===== config.mk =====
export PLATFORM = sky130hd
export DESIGN_NAME = pipe_hazard_ctrl
export DESIGN_NICKNAME = d
export VERILOG_FILES = /design/src/rtl/pipe_hazard_ctrl_pkg.sv /design/src/rtl/pipe_hazard_ctrl_hazard_detect.sv /design/src/rtl/pipe_hazard_ctrl.sv
export SDC_FILE = /design/constraint.sdc
export NUM_CORES = 1
export LEC_CHECK = 0
export ABC_AREA = 1
export CAP_MARGIN = 20
export CORE_AREA = 3 3 90 92
export DETAILED_ROUTE_END_ITERATION = 8
export DIE_AREA = 0 0 93 95
export PLACE_DENSITY = 0.86
export SLEW_MARGIN = 25
export SYNTH_ARGS = -nofsm -noshare
export SYNTH_HDL_FRONTEND = slang
export SYNTH_SLANG_ARGS = --single-unit

===== constraint.sdc =====
create_clock -name clk -period 5.75 [get_ports clk]
set_input_delay 1.15 -clock clk [delete_from_list [all_inputs] [get_ports clk]]
set_output_delay 1.15 -clock clk [all_outputs]
set_load 0.05 [all_outputs]

===== src/rtl/pipe_hazard_ctrl_pkg.sv =====
// Shared types for the pipeline hazard controller: FSM encoding, flush/stall
// source priority and the bundle of per-stage control bits.
package pipe_hazard_ctrl_pkg;

  typedef enum logic [1:0] {
    ST_RUN   = 2'd0,
    ST_DRAIN = 2'd1,
    ST_WAIT  = 2'd2
  } state_e;

  // Encoded in ascending priority so a larger value always wins.
  typedef enum logic [2:0] {
    SRC_NONE     = 3'd0,
    SRC_BUSY     = 3'd1,
    SRC_LOAD_USE = 3'd2,
    SRC_JUMP     = 3'd3,
    SRC_EXCP     = 3'd4
  } src_e;

  typedef struct packed {
    logic if_stall;
    logic id_stall;
    logic ex_stall;
    logic if_flush;
    logic id_flush;
    logic ex_flush;
    logic mem_flush;
  } ctrl_t;

  localparam ctrl_t CTRL_IDLE = '0;

  function automatic src_e pick_src(input logic excp, input logic jump,
                                    input logic load_use, input logic busy);
    if (excp)     return SRC_EXCP;
    if (jump)     return SRC_JUMP;
    if (load_use) return SRC_LOAD_USE;
    if (busy)     return SRC_BUSY;
    return SRC_NONE;
  endfunction

endpackage


===== src/rtl/pipe_hazard_ctrl_hazard_detect.sv =====
// Load-use hazard compare between the load in EX and the source operands in ID.
// Purely combinational; x0 never creates a dependency.
module pipe_hazard_ctrl_hazard_detect #(
  parameter int REG_ADDR_W = 5
) (
  input  logic                  ex_load_i,
  input  logic [REG_ADDR_W-1:0] ex_rd_addr_i,
  input  logic                  id_rs1_re_i,
  input  logic [REG_ADDR_W-1:0] id_rs1_addr_i,
  input  logic                  id_rs2_re_i,
  input  logic [REG_ADDR_W-1:0] id_rs2_addr_i,
  output logic                  load_use_o
);

  logic rs1_hit;
  logic rs2_hit;

  assign rs1_hit    = id_rs1_re_i && (id_rs1_addr_i == ex_rd_addr_i);
  assign rs2_hit    = id_rs2_re_i && (id_rs2_addr_i == ex_rd_addr_i);
  assign load_use_o = ex_load_i && (ex_rd_addr_i != '0) && (rs1_hit || rs2_hit);

endmodule


===== src/rtl/pipe_hazard_ctrl.sv =====
// Pipeline stall/flush arbiter with a pending-redirect FSM that holds the
// redirect target until fetch accepts it, plus an optional post-exception drain.
module pipe_hazard_ctrl
  import pipe_hazard_ctrl_pkg::*;
#(
  parameter int PC_WIDTH     = 32,
  parameter int REG_ADDR_W   = 5,
  parameter int DRAIN_CYCLES = 2,
  parameter int STALL_CNT_W  = 16
) (
  input  logic                   clk,
  input  logic                   rst_n,
  input  logic                   ex_jump_i,
  input  logic [PC_WIDTH-1:0]    ex_jump_pc_i,
  input  logic                   mem_excp_i,
  input  logic [PC_WIDTH-1:0]    mem_excp_pc_i,
  input  logic                   ex_load_i,
  input  logic [REG_ADDR_W-1:0]  ex_rd_addr_i,
  input  logic                   id_rs1_re_i,
  input  logic [REG_ADDR_W-1:0]  id_rs1_addr_i,
  input  logic                   id_rs2_re_i,
  input  logic [REG_ADDR_W-1:0]  id_rs2_addr_i,
  input  logic                   ex_busy_i,
  input  logic                   if_ready_i,
  output logic                   if_stall_o,
  output logic                   id_stall_o,
  output logic                   ex_stall_o,
  output logic                   if_flush_o,
  output logic                   id_flush_o,
  output logic                   ex_flush_o,
  output logic                   mem_flush_o,
  output logic                   redirect_valid_o,
  output logic [PC_WIDTH-1:0]    flush_pc_o,
  output logic [STALL_CNT_W-1:0] stall_cnt_o
);

  localparam int DRAIN_W      = (DRAIN_CYCLES > 1) ? $clog2(DRAIN_CYCLES) : 1;
  localparam int DRAIN_INIT_I = (DRAIN_CYCLES > 0) ? DRAIN_CYCLES - 1 : 0;
  localparam logic [DRAIN_W-1:0] DRAIN_INIT = DRAIN_W'(DRAIN_INIT_I);

  state_e                  state_q, state_d;
  logic [PC_WIDTH-1:0]     pend_pc_q, pend_pc_d;
  logic [DRAIN_W-1:0]      drain_cnt_q, drain_cnt_d;
  logic [STALL_CNT_W-1:0]  stall_cnt_q;

  logic                    load_use;
  src_e                    src;
  ctrl_t                   ctrl;
  logic                    redirect_valid;
  logic [PC_WIDTH-1:0]     flush_pc;

  pipe_hazard_ctrl_hazard_detect #(
    .REG_ADDR_W(REG_ADDR_W)
  ) u_hazard_detect (
    .ex_load_i    (ex_load_i),
    .ex_rd_addr_i (ex_rd_addr_i),
    .id_rs1_re_i  (id_rs1_re_i),
    .id_rs1_addr_i(id_rs1_addr_i),
    .id_rs2_re_i  (id_rs2_re_i),
    .id_rs2_addr_i(id_rs2_addr_i),
    .load_use_o   (load_use)
  );

  assign src = pick_src(mem_excp_i, ex_jump_i, load_use, ex_busy_i);

  always_comb begin
    state_d        = state_q;
    pend_pc_d      = pend_pc_q;
    drain_cnt_d    = drain_cnt_q;
    ctrl           = CTRL_IDLE;
    redirect_valid = 1'b0;
    flush_pc       = '0;

    if (src == SRC_EXCP) begin
      // An exception wins in every state; the newest trap vector replaces any pending one.
      ctrl.if_flush  = 1'b1;
      ctrl.id_flush  = 1'b1;
      ctrl.ex_flush  = 1'b1;
      ctrl.mem_flush = 1'b1;
      pend_pc_d      = mem_excp_pc_i;
      drain_cnt_d    = DRAIN_INIT;
      if (DRAIN_CYCLES > 0) state_d = ST_DRAIN;
      else                  state_d = ST_WAIT;
    end else begin
      unique case (state_q)
        ST_RUN: begin
          case (src)
            SRC_JUMP: begin
              ctrl.if_flush  = 1'b1;
              ctrl.id_flush  = 1'b1;
              redirect_valid = 1'b1;
              flush_pc       = ex_jump_pc_i;
              if (!if_ready_i) begin
                pend_pc_d = ex_jump_pc_i;
                state_d   = ST_WAIT;
              end
            end
            SRC_LOAD_USE: begin
              ctrl.if_stall = 1'b1;
              ctrl.id_stall = 1'b1;
              ctrl.id_flush = 1'b1;
            end
            SRC_BUSY: begin
              ctrl.if_stall = 1'b1;
              ctrl.id_stall = 1'b1;
              ctrl.ex_stall = 1'b1;
              ctrl.ex_flush = 1'b1;
            end
            default: ;
          endcase
        end
        ST_DRAIN: begin
          ctrl.if_stall = 1'b1;
          ctrl.if_flush = 1'b1;
          if (drain_cnt_q == '0) state_d = ST_WAIT;
          else                   drain_cnt_d = drain_cnt_q - DRAIN_W'(1);
        end
        ST_WAIT: begin
          ctrl.if_stall  = 1'b1;
          ctrl.if_flush  = 1'b1;
          redirect_valid = 1'b1;
          flush_pc       = pend_pc_q;
          if (if_ready_i) state_d = ST_RUN;
        end
        default: state_d = ST_RUN;
      endcase
    end
  end

  // State / pending redirect registers
  always_ff @(posedge clk or negedge rst_n) begin
    if (!rst_n) begin
      state_q     <= ST_RUN;
      pend_pc_q   <= '0;
      drain_cnt_q <= '0;
    end else begin
      state_q     <= state_d;
      pend_pc_q   <= pend_pc_d;
      drain_cnt_q <= drain_cnt_d;
    end
  end

  // Saturating count of cycles with the PC held
  always_ff @(posedge clk or negedge rst_n) begin
    if (!rst_n) begin
      stall_cnt_q <= '0;
    end else if (ctrl.if_stall && (stall_cnt_q != '1)) begin
      stall_cnt_q <= stall_cnt_q + STALL_CNT_W'(1);
    end
  end

  assign if_stall_o       = ctrl.if_stall;
  assign id_stall_o       = ctrl.id_stall;
  assign ex_stall_o       = ctrl.ex_stall;
  assign if_flush_o       = ctrl.if_flush;
  assign id_flush_o       = ctrl.id_flush;
  assign ex_flush_o       = ctrl.ex_flush;
  assign mem_flush_o      = ctrl.mem_flush;
  assign redirect_valid_o = redirect_valid;
  assign flush_pc_o       = flush_pc;
  assign stall_cnt_o      = stall_cnt_q;

endmodule


==> flow_summary.ini, run 1 <==
[critical_path]
rr_startpoint = state_q[0]
cp_max_fo = 19
r2r_slack_ps = 3510
r2r_end = stall_cnt_o[15]
crit_path_start_kind = input port
crit_path_end = if_stall_o
critical_path_arrival_ps = 3560
worst-r2r-cell-count = 11
end_kind = output port
path_class = input port to output port
worstPathRequired_ps = 4600
startpoint = ex_jump_i

[sta]
final_hold_viol_count = 0
period_share = 0.818
slew_viol_final = 0
worst_pin_slew_ps = 891
slew_headroom = 0.406
finalSetupViolCount = 0
finalCriticalPeriod_ps = 4710
finClkSkew_ps = 5.04
fin_hold_ws_ps = 492
grt_setup_unrepaired = false
tns_ps = 0
fmax_mhz = 213

[final_layout]
nets = 692
stdcell_area_um2 = 5020
syn_to_final_growth_pct = 45.0
antenna_cells = 0
drive_above_1_share = 0.0435

[clock_network]
cts_tree = built
insertion_delay_ps = 300
cts_setup_buffers = 0
htree_num_levels = 2
clock-sinks = 51
clk_pin_slew_worst_paths_ps = 80
cts-resized-gates = 0
cts_buffer_depth = 2
cts_buffers = 5
cts-hold-fix-buffers = 0
root_buffer = clkbuf_8

[detailed_routing]
drc = 0
wirelength_um = 9920
vias = 3593
firstDrtPassIters = 4
viasPerCell = 5.15
dr.first_iter.drc_count = 251
wire_per_inst_um = 14.2
final_antenna_net_count = 0

[synth]
synth_edf_count = 0
synth_area_leaders = dfrtp_1, nand2_1, mux2i_1
synth-main-ff-cell = dfrtp_1
syn_nets = 566
post_synth_num_cell_types = 28
ys_seq_area_frac = 0.368
netlist_instances = 473
synth_top_area_frac = 0.368
syn_area_per_cell_um2 = 7.32
yosysWarnings = 0
ys_ff_latch = 51
synth_area_leader_cell = dfrtp_1
synthArstFlopShare = 1.00
synth_most_common_cell = nand2_1
synth_commonest_cells = nand2_1, dfrtp_1, nand3_1, o21ai_0, a21oi_1
netlist_area_um2 = 3460

[pwr]
p_per_area_nw_per_um2 = 234
p_leak_nw = 2.19
peakVddDrop_mv = 0.121

[floorplanning]
fp.dieH_um = 95
die_area_um2 = 8840
boundaryPins = 144
core_um2 = 7290
start_util = 0.475
row_count = 31
die_x_um = 93

[placed_design]
gp_congestion = 0.888
placed_cell_area_um2 = 4920
hpwl_um = 7420
port-buffer-count = 143

[outcome]
status = finished, final reports clean

[grt]
grt_util_met1 = 0.281
grt_max_degree = 71
met3_usage = 0.0669
grt_use_total = 0.228
antenna_found_initial = 0
grt_pass1_vias = 3582
grt-busiest-layer = met2
overflow = 0
grt_pass1_wl_um = 16400
grtUsageMet2 = 0.391

[run]
maxCapViolCount = 0

[min_path]
hp-class = flop to flop
==> cell families after synthesis <==
kind of cell | after synthesis | share of synthesized area
mux | 32 | 0.0925
fa+ha+maj | 5 | 0.0181
compound gates | 74 | 0.109
xor+xnor | 13 | 0.0329
flops | 51 | 0.368
buf+inv | 62 | 0.0748
simple gates | 236 | 0.305
==> final cells by class <==
class | instances | area (µm²)
fillers | 604 | 2270
multi-input cells | 360 | 1940
repair buffers | 149 | 1490
flip-flops and latches | 51 | 1280
well taps | 99 | 124
inverters | 32 | 120
clock buffers | 5 | 68.8
clock inverters | 1 | 7.51
==> placed cells by master, fill, tap and decap left out, drive strengths merged <==
master,instances
or2,1
and3b,1
nand2,149
a21oi,33
clkinvlp,1
xnor2,6
dfrtp,51
o211ai,1
buf,8
inv,32
nand3,45
nand4,17
a221oi,1
mux2i,32
clkdlybuf4s50,141
xor2,7
clkbuf,5
nor3,4
ha,5
o21ai,39
nor2,19
==> metrics by stage <==
| step | utilization | std cells | power, mW | setup WS (ps) |
|---|---|---|---|---|
| floorplan | - | 473 | 0.790 | 1660 |
| global placement | 0.674 | 690 | 0.971 | 1140 |
| detailed placement | 0.675 | 690 | 0.986 | 1080 |
| CTS | 0.685 | 696 | 1.18 | 1070 |
| global route | 0.689 | 697 | 1.25 | 896 |
| finish | 0.689 | 697 | 1.18 | 1040 |
==> sequential cells by signal, summed over array words and instances (netlist names) <==
| register | cells |
|---|---|
| drain_cnt_q | 1 |
| pend_pc_q | 32 |
| stall_cnt_o | 16 |
| state_q | 2 |
==> power breakdown <==
group	internal [mW]	leakage [nW]	switching (mW)
registers	0.405	0.642	0.0394
logic	0.199	1.51	0.338
clock network	0.0811	0.0361	0.113
total	0.685	2.19	0.490
==> routing by layer <==
metal | wire length, µm | vias up
li1 | - | 1812
met1 | 4060 | 1618
met2 | 4860 | 148
met3 | 848 | 15
met4 | 155 | 0
met5 | 0 | -
==> worst max-delay path: stages <==
cell and delay (ps):
clkdlybuf4s50_1 720, inv_1 180, nand2_1 70, inv_1 110, nand2_1 130, nand3_4 250, nand2_1 90, inv_1 60
clkdlybuf4s50_1 790
==> worst min-delay path by stage <==
| stage | startpoint | to | slack [ps] | cells after the start |
|---|---|---|---|---|
| after floorplan | pend_pc_q[0] | pend_pc_q[0] | 450 | 2 |
| after global placement | pend_pc_q[11] | pend_pc_q[11] | 470 | 2 |
| after detailed placement | pend_pc_q[10] | pend_pc_q[10] | 480 | 2 |
| after CTS | pend_pc_q[10] | pend_pc_q[10] | 500 | 2 |
| after global routing | pend_pc_q[31] | pend_pc_q[31] | 510 | 2 |
| final | pend_pc_q[10] | pend_pc_q[10] | 490 | 2 |
(Power assumes the default switching activity.)
==> run 2: changes to the inputs <==
--- a/config.mk
+++ b/config.mk
@@ -7,10 +7,10 @@
 export LEC_CHECK = 0
 export ABC_AREA = 1
 export CAP_MARGIN = 20
-export CORE_AREA = 3 3 90 92
+export CORE_AREA = 3 3 99 101
 export DETAILED_ROUTE_END_ITERATION = 8
-export DIE_AREA = 0 0 93 95
-export PLACE_DENSITY = 0.86
+export DIE_AREA = 0 0 102 104
+export PLACE_DENSITY = 0.75
 export SLEW_MARGIN = 25
 export SYNTH_ARGS = -nofsm -noshare
 export SYNTH_HDL_FRONTEND = slang
==> constraint.sdc (replaced) <==
create_clock -name clk -period 3.9 [get_ports clk]
set_input_delay 0.78 -clock clk [delete_from_list [all_inputs] [get_ports clk]]
set_output_delay 0.78 -clock clk [all_outputs]
set_load 0.05 [all_outputs]
==> run 2 against run 1 <==
  * Combinational power grew 62%
  * Cell count up 2.2%
  * Power is 62% higher
  * Die area rose by 20%
  * Utilization is 9.1 points lower
  * Critical path depth is 3 higher
  * Cell area grew 8.3%
  * Routed wire length rose by 5.1%
  * Global-route usage decreased by 3.2 points
  * Flip-flop and latch count unchanged
  * Non-clock buffer count grew 1
  * Register-to-register slack got worse by 1700 ps
  * Highest routed layer unchanged
==> flow_summary.ini, run 2 (synthesis results as in run 1) <==
[final_layout]
utilization = 0.597
layout_commonest_cell = nand2_1
largest_register_ffs = 32
regMostFlops = pend_pc_q
layout_common_cells = nand2_1, clkdlybuf4s50_1, dfrtp_1
antenna_cells = 0
nets = 693
syn_to_final_growth_pct = 57.1
fillerInstances = 788
stdcell_area_um2 = 5440
drive_above_1_share = 0.111

[detailed_routing]
vias = 3636
final_antenna_net_count = 0
wirelength_um = 10400
firstDrtPassIters = 4
dr.first_iter.drc_count = 128
viasPerCell = 5.11
drc = 0
wire_per_inst_um = 14.6

[sta]
finClkSkew_ps = 5.02
slew_headroom = 0.551
period_share = 0.828
worst_pin_slew_ps = 674
slew_viol_final = 0
finalSetupViolCount = 0
final_hold_viol_count = 0
grt_setup_unrepaired = false
tns_ps = 0
fin_hold_ws_ps = 492
finalCriticalPeriod_ps = 3230
fmax_mhz = 310

[clock_network]
htree_num_levels = 2
cts_buffer_depth = 2
cts_setup_buffers = 0
insertion_delay_ps = 300
cts_buffers = 5
cts-hold-fix-buffers = 0
root_buffer = clkbuf_8
clk_pin_slew_worst_paths_ps = 90
clock-sinks = 51
cts_tree = built
cts-resized-gates = 0

[placed_design]
port-buffer-count = 143
placed_cell_area_um2 = 5320
hpwl_um = 7830
gp_congestion = 0.860

[min_path]
holdCritStartpoint = pend_pc_q[13]
hold_end = pend_pc_q[13]
hp-class = flop to flop
holdPathStages = 2

[critical_path]
r2r_end = pend_pc_q[5]
worstPathRequired_ps = 3120
crit_path_start_kind = input port
path_class = input port to output port
cp_max_fo = 19
critical_path_arrival_ps = 2450
end_kind = output port
rr_startpoint = state_q[0]
worst-r2r-cell-count = 10
r2r_slack_ps = 1830

[grt]
antenna_found_initial = 0
grt_max_degree = 39
grt_use_total = 0.196
overflow = 0
grt_pass1_wl_um = 17000
grt_pass1_vias = 3516

[pwr]
p_per_area_nw_per_um2 = 350
p_leak_nw = 2.40
peakVddDrop_mv = 0.202

[run]
maxCapViolCount = 0

[floorplanning]
fp.dieH_um = 104
core_um2 = 9110
die_area_um2 = 10600
die_x_um = 102
row_count = 35
start_util = 0.380
boundaryPins = 144

[outcome]
status = finished, final reports clean
-- run 2: worst max-delay path, cell delays in order --
cell and delay, ps:
clkdlybuf4s50_1 500, inv_1 80, nand2_1 60, nand2_1 50, nor2_1 130, nand3_1 80, nand2_1 100, nand3_1 130
nand3_4 220, nand2_1 80, inv_1 60, buf_4 180
-- run 2: per-stage QoR --
stage / setup WS (ps) / std cells / power [mW]
floorplan: 554 / 473 / 1.16
global placement: 697 / 704 / 1.52
detailed placement: 656 / 704 / 1.54
CTS: 661 / 712 / 1.93
global route: 427 / 712 / 2.02
finish: 672 / 712 / 1.90
-- run 2: how the worst max path moves through the flow --
stage	startpoint	slack, ps	cells after the start	to
global placement	ex_rd_addr_i[4]	700	12	if_stall_o
global route	ex_rd_addr_i[4]	430	12	if_stall_o
floorplan	mem_excp_i	550	7	ex_flush_o
CTS	ex_rd_addr_i[4]	660	12	if_stall_o
finish	ex_rd_addr_i[4]	670	12	if_stall_o
detailed placement	ex_rd_addr_i[4]	660	12	if_stall_o
-- run 2: routing by layer --
layer	vias to the layer above	routed length (µm)	GRT usage
li1	1825	-	-
met1	1654	4300	0.253
met2	141	4900	0.304
met3	16	1020	0.0738
met4	0	212	0.0544
met5	-	0	0
-- run 2: cell type report --
type                       count  area, µm²  share of cell area
clock buffer                   6       82.6              0.0152
clock inverter                 2       35.0             0.00644
inverter                      32        120              0.0221
multi-input combinational    360       1930               0.355
sequential                    51       1280               0.235
tap                          111        139              0.0255
timing repair buffer         150       1850               0.341
-- run 2: power breakdown --
group          internal [mW]  leakage [nW]  total, mW  switching (mW)
clock                  0.208        0.0612      0.382           0.174
sequential             0.597         0.642      0.654          0.0567
combinational          0.352          1.70      0.869           0.517
total                   1.16          2.40       1.90           0.747
==> edit 1, RTL diff (flow settings as in run 2) <==
Put one more register stage on the output `stall_cnt_o`, without a reset. The value now appears one clock later. The other outputs are not delayed to match.
--- a/src/rtl/pipe_hazard_ctrl.sv
+++ b/src/rtl/pipe_hazard_ctrl.sv
@@ -159,5 +159,7 @@
   assign redirect_valid_o = redirect_valid;
   assign flush_pc_o       = flush_pc;
-  assign stall_cnt_o      = stall_cnt_q;
+  always_ff @(posedge clk) begin
+    stall_cnt_o <= stall_cnt_q;
+  end
 
 endmodule
Function: changed (Yosys sat finds a counterexample within 4 cycles, from zero or initial values and one cycle with rst_n low).
==> edit 1 against run 2 <==
- wire length is 11% higher
- sequential share of layout area is 3.6 points higher
- worst setup slack got worse by 0.010 ns
- register-to-register slack got worse by 0.15 ns
- worst hold slack got worse by 0.064 ns
- combinational power up 3.5%
- sequential cell count rose by 16
- count of clock-buffer cells in the layout increased by 4
- total power rose by 22%
- highest routed layer unchanged
- utilization is 5.0 points higher
- largest cell class unchanged
- design area is 8.4% higher
- synthesized area grew 10%
==> edit 1: results (changes against run 2) <==
number_of_global_route_vias_before_repair: 3843  # +9.3%
status: "finished, final reports clean"
finalWeightedCongestion: 0.843  # -2.1%
synth-compound-area-share: 0.0986  # -0.0101
dr_wl_met2_mm: 5.80  # +18%
groute.usage.overall: 0.221  # +0.0254
buffer_area_frac: 0.317  # -0.0240
dr.pass1.iters: 6  # +2
syn_nets: 587  # +3.7%
n_multi_input_combinational_cell: 360  # unchanged
synthAdderAreaFrac: 0.0164  # -0.00169
timing.critical_path.fanout_max: 25  # +6
cts_htree_levels: 3  # +1
filler_cell_count: 783  # -0.63%
grt_first_pass_wirelength_mm: 18.9  # +12%
synth_top_cells_by_area: "sky130_fd_sc_hd__dfrtp_1 33%, sky130_fd_sc_hd__nand2_1 14%, sky130_fd_sc_hd__dfxtp_1 8.4%, sky130_fd_sc_hd__mux2i_1 8.4%, sky130_fd_sc_hd__nand3_1 5.1%"
synth.cells.most_frequent: "147 x sky130_fd_sc_hd__nand2_1, 51 x sky130_fd_sc_hd__dfrtp_1, 39 x sky130_fd_sc_hd__nand3_1, 39 x sky130_fd_sc_hd__o21ai_0, 35 x sky130_fd_sc_hd__inv_1"
synth_mux_area_frac: 0.0838  # -0.00863
route.final.wire_length_mm: 11.6  # +11%
grt_util_met2: 0.354  # +0.0497
synth-seq-cells: 67  # +31%
clk-insertion-delay-late_ns: 0.34  # +0.04 ns
area.sequential_um2: 1600  # +25%
placedCellCount: 725  # +3.0%
layout-drive-gt1-share: 0.127  # +0.0153
clkCellAreaFrac: 0.0344  # +0.0127
finClkSkew_ns: 0.00523  # +0.000210 ns
met1_usage: 0.295  # +0.0415
synth_sequential_area_ratio: 0.418  # +0.0494
met3RoutedLength_um: 726  # -28%
cts_buffers: 9  # +4
multi_input_area_share: 0.331  # -0.0243
place.port_buffers: 143  # unchanged
final.signal_buffer_count: 151  # +0.67%
hpwlAfterDp_mm: 8.39  # +7.1%
grt_max_degree: 65  # +67%
detailedRoute.firstIterationViolations: 232  # +81%
global_route.usage.met3: 0.0322  # -0.0416
num-nonclk-inverters: 37  # +16%
synthesis.area_per_instance_um2: 7.74  # +5.6%
routed-via-count: 3934  # +8.2%
vdd_drop_max_mv: 0.297  # +47%
leakage_uw: 0.00261  # +8.5%
timing.slew.headroom: 0.551  # +0.000656
share_of_async_settable_or_async_resettable_flops_after_synthesis: 0.761  # -0.239
nNetsFinal: 719  # +3.8%
synthXorXnorAreaFrac: 0.0321  # -0.000775
power_switching_uw: 871  # +16%
clockBufferCount: 10  # +4
m1WireLength_mm: 4.78  # +11%
cts.reportedPaths.clkPinSlew_ns: 0.07  # -0.02 ns
crit_path_max_incr_delay_ns: 0.73  # +0.23 ns
[edit 1: cell count changes after synthesis, moves of 2 or more]
| cell | before | now |
|---|---|---|
| sky130_fd_sc_hd__dfxtp_1 | 0 | 16 |
| sky130_fd_sc_hd__inv_1 | 31 | 35 |
| sky130_fd_sc_hd__nand3_1 | 42 | 39 |
| sky130_fd_sc_hd__nand3_2 | 1 | 3 |
| sky130_fd_sc_hd__nor3_2 | 0 | 2 |
| sky130_fd_sc_hd__xnor2_1 | 6 | 4 |
| sky130_fd_sc_hd__xor2_1 | 7 | 10 |
[edit 1: path summary, 6_finish.rpt]
check                      slack (ns)        endpoint      startpoint  cells after the start
max                              0.66  flush_pc_o[21]       ex_jump_i                      5
min                              0.43  stall_cnt_o[1]  stall_cnt_q[1]                      0
max reg2reg                      1.68  stall_cnt_q[5]      state_q[1]                     12
min reg2reg                      0.43  stall_cnt_o[1]  stall_cnt_q[1]                      0
max in group asynchronous        2.98  stall_cnt_q[1]           rst_n                      1
min in group asynchronous        0.45   pend_pc_q[13]           rst_n                      1
[edit 1: metrics by stage]
step                      total power, µW  utilization  setup slack (ns)  cell area [µm²]
after floorplan                      1360            -             0.586             3820
after global placement               1730        0.622             0.727             5670
after detailed placement             1750        0.623             0.690             5670
after CTS                            2340        0.645             0.683             5870
after global routing                 2450        0.648             0.538             5900
final                                2330        0.648             0.662             5900
[edit 1: power groups by stage]
stage | Combinational (µW) | Sequential (µW) | Clock, µW
3_5_place_dp | 892 | 855 | 0
3_3_place_gp | 878 | 850 | 0
4_1_cts | 898 | 840 | 603
2_1_floorplan | 432 | 924 | 0
5_1_grt | 965 | 853 | 636
6_report | 899 | 841 | 587
[edit 1: critical path, delay by kind of cell]
kind            cells  cell delay [ns]
buf+inv             3             1.28
compound gates      1             0.26
simple gates        1             0.12
==> edit 2, RTL diff (config.mk and constraints of run 2) <==
Without the edit above. `REG_ADDR_W` is set to 5 in 2 places; all go to 4.
--- a/src/rtl/pipe_hazard_ctrl_hazard_detect.sv
+++ b/src/rtl/pipe_hazard_ctrl_hazard_detect.sv
@@ -2,5 +2,5 @@
 // Purely combinational; x0 never creates a dependency.
 module pipe_hazard_ctrl_hazard_detect #(
-  parameter int REG_ADDR_W = 5
+  parameter int REG_ADDR_W = 4
 ) (
   input  logic                  ex_load_i,
--- a/src/rtl/pipe_hazard_ctrl.sv
+++ b/src/rtl/pipe_hazard_ctrl.sv
@@ -5,5 +5,5 @@
 #(
   parameter int PC_WIDTH     = 32,
-  parameter int REG_ADDR_W   = 5,
+  parameter int REG_ADDR_W   = 4,
   parameter int DRAIN_CYCLES = 2,
   parameter int STALL_CNT_W  = 16
Interface: changed (resized ex_rd_addr_i, id_rs1_addr_i and id_rs2_addr_i); port bits go from 144 to 141. The function was not compared with the original's and may differ.
==> edit 2 against run 2 <==
- design area down 1.7%
- worst setup slack improved by 0.056 ns
- non-clock buffer count fell by 1
- wire length is 6.2% lower
- synthesized area is 1.4% lower
- clock skew is 0.0061 ns higher
- highest routed layer unchanged
- count of clock-buffer cells in the layout increased by 2
- global-route usage shrank 1.4 points
- total power down 3.6%
- first-iteration DRC count is 14% higher
- sequential cell count did not move
==> edit 2: results (changes against run 2) <==
clk-insertion-delay-late_ns: 0.29
r2r_start: "state_q[0]"
holdPathEnd: "pend_pc_q[31]"
filler_cell_count: 820  # +4.1%
r2r_slack_ns: 1.60  # -0.23 ns
synth_top_cells_by_area: "sky130_fd_sc_hd__dfrtp_1 37%, sky130_fd_sc_hd__nand2_1 15%, sky130_fd_sc_hd__mux2i_1 9.4%, sky130_fd_sc_hd__nand3_1 6.2%, sky130_fd_sc_hd__o21ai_0 5.6%"
layout-drive-gt1-share: 0.118  # +0.00687
place.port_buffers: 140  # -2.1%
nNetsFinal: 672  # -3.0%
critical_path.reg2reg.endpoint: "pend_pc_q[4]"
swShare: 0.395  # +0.00215
via_per_inst: 5.07  # -0.68%
vdd_drop_max_mv: 0.188  # -7.2%
drt-wirelength-per-cell_um: 14.1  # -3.7%
yosysUniqueCellTypes: 29  # +3.6%
grt_max_degree: 65  # +67%
finalWeightedCongestion: 0.853  # -0.84%
synthesis.area_per_instance_um2: 7.49  # +2.3%
synth_mux_area_frac: 0.0938  # +0.00132
synthXorXnorAreaFrac: 0.0410  # +0.00816
synth-compound-area-share: 0.111  # +0.00229
status: "finished, final reports clean"
finClkSkew_ns: 0.0111  # +0.00607 ns
groute.usage.overall: 0.182  # -0.0138
tightest_slew_ns: 0.707  # +0.0335 ns
synth.cells.most_frequent: "136 x sky130_fd_sc_hd__nand2_1, 51 x sky130_fd_sc_hd__dfrtp_1, 42 x sky130_fd_sc_hd__nand3_1"
min-delay-start: "pend_pc_q[31]"
synth_sequential_area_ratio: 0.374  # +0.00526
synth_flop_cell: "sky130_fd_sc_hd__dfrtp_1"
synthAdderAreaFrac: 0.0183  # +0.000258
critPathTopFamily: "buffers and inverters"
crit_path_max_incr_delay_ns: 0.52  # +0.02 ns
post_layout_nonfiller_instances: 694  # -2.5%
cts_buffers: 5  # unchanged
number_of_global_route_vias_before_repair: 3444  # -2.0%
cts.repair.resized: 0  # unchanged
timing.critical_path.fanout_max: 3  # -16
reg2regPathDepth: 11  # +1
grt_first_pass_wirelength_mm: 16.1  # -5.0%
detailedRoute.firstIterationViolations: 146  # +14%
worst_hold_margin_ns: 0.495  # +0.00343 ns
hpwlAfterDp_mm: 7.62  # -2.8%
leakage_uw: 0.00233  # -2.9%
-- edit 2: final cells by class --
class | instances | share of cell area
clock buffers | 8 | 0.0187
inverters | 26 | 0.0182
multi-input cells | 349 | 0.357
repair buffers | 149 | 0.341
flip-flops and latches | 51 | 0.239
well taps | 111 | 0.0260
-- edit 2: power by group through the flow --
stage / clock network (µW) / logic (µW) / registers, µW
6_report: 321 / 859 / 657
5_1_grt: 354 / 929 / 669
3_3_place_gp: 0 / 849 / 660
2_1_floorplan: 0 / 426 / 724
4_1_cts: 333 / 865 / 656
3_5_place_dp: 0 / 862 / 666
-- edit 2: per-stage QoR --
step / setup WS, ns / cell area, µm² / util / power, µW
finish: 0.728 / 5350 / 0.587 / 1840
global route: 0.581 / 5350 / 0.587 / 1950
CTS: 0.736 / 5350 / 0.587 / 1850
detailed placement: 0.737 / 5250 / 0.576 / 1530
global placement: 0.801 / 5250 / 0.576 / 1510
floorplan: 0.589 / 3420 / - / 1150
-- edit 2: per-layer routing --
metal | wire (µm) | up-vias | track usage
met5 | 0 | - | 0
met4 | 101 | 0 | 0.0394
met3 | 618 | 8 | 0.0376
met2 | 4900 | 101 | 0.310
met1 | 4160 | 1637 | 0.236
li1 | - | 1774 | -
-- edit 2: worst max path at each step --
stage	endpoint	start	cells past startpoint	slack (ns)
CTS	ex_flush_o	ex_rd_addr_i[0]	10	0.74
finish	ex_flush_o	ex_rd_addr_i[0]	10	0.73
global route	if_flush_o	state_q[0]	10	0.58
floorplan	ex_flush_o	mem_excp_i	7	0.59
global placement	if_flush_o	ex_jump_i	7	0.80
detailed placement	ex_flush_o	ex_rd_addr_i[0]	10	0.74
-- edit 2: worst min-delay path: cells and delay by family (launching register included) --
family          cells  cell delay (ns)
compound gates      1             0.06
flops               1             0.36
simple gates        1             0.05
-- edit 2: cells by family after synthesis --
group | count (synthesis)
AO/OA/AOI/OAI | 74
XOR/XNOR | 16
adder cells (fa/ha/maj) | 5
buffers and inverters | 56
flip-flops | 51
multiplexers | 32
AND/OR/NAND/NOR | 222
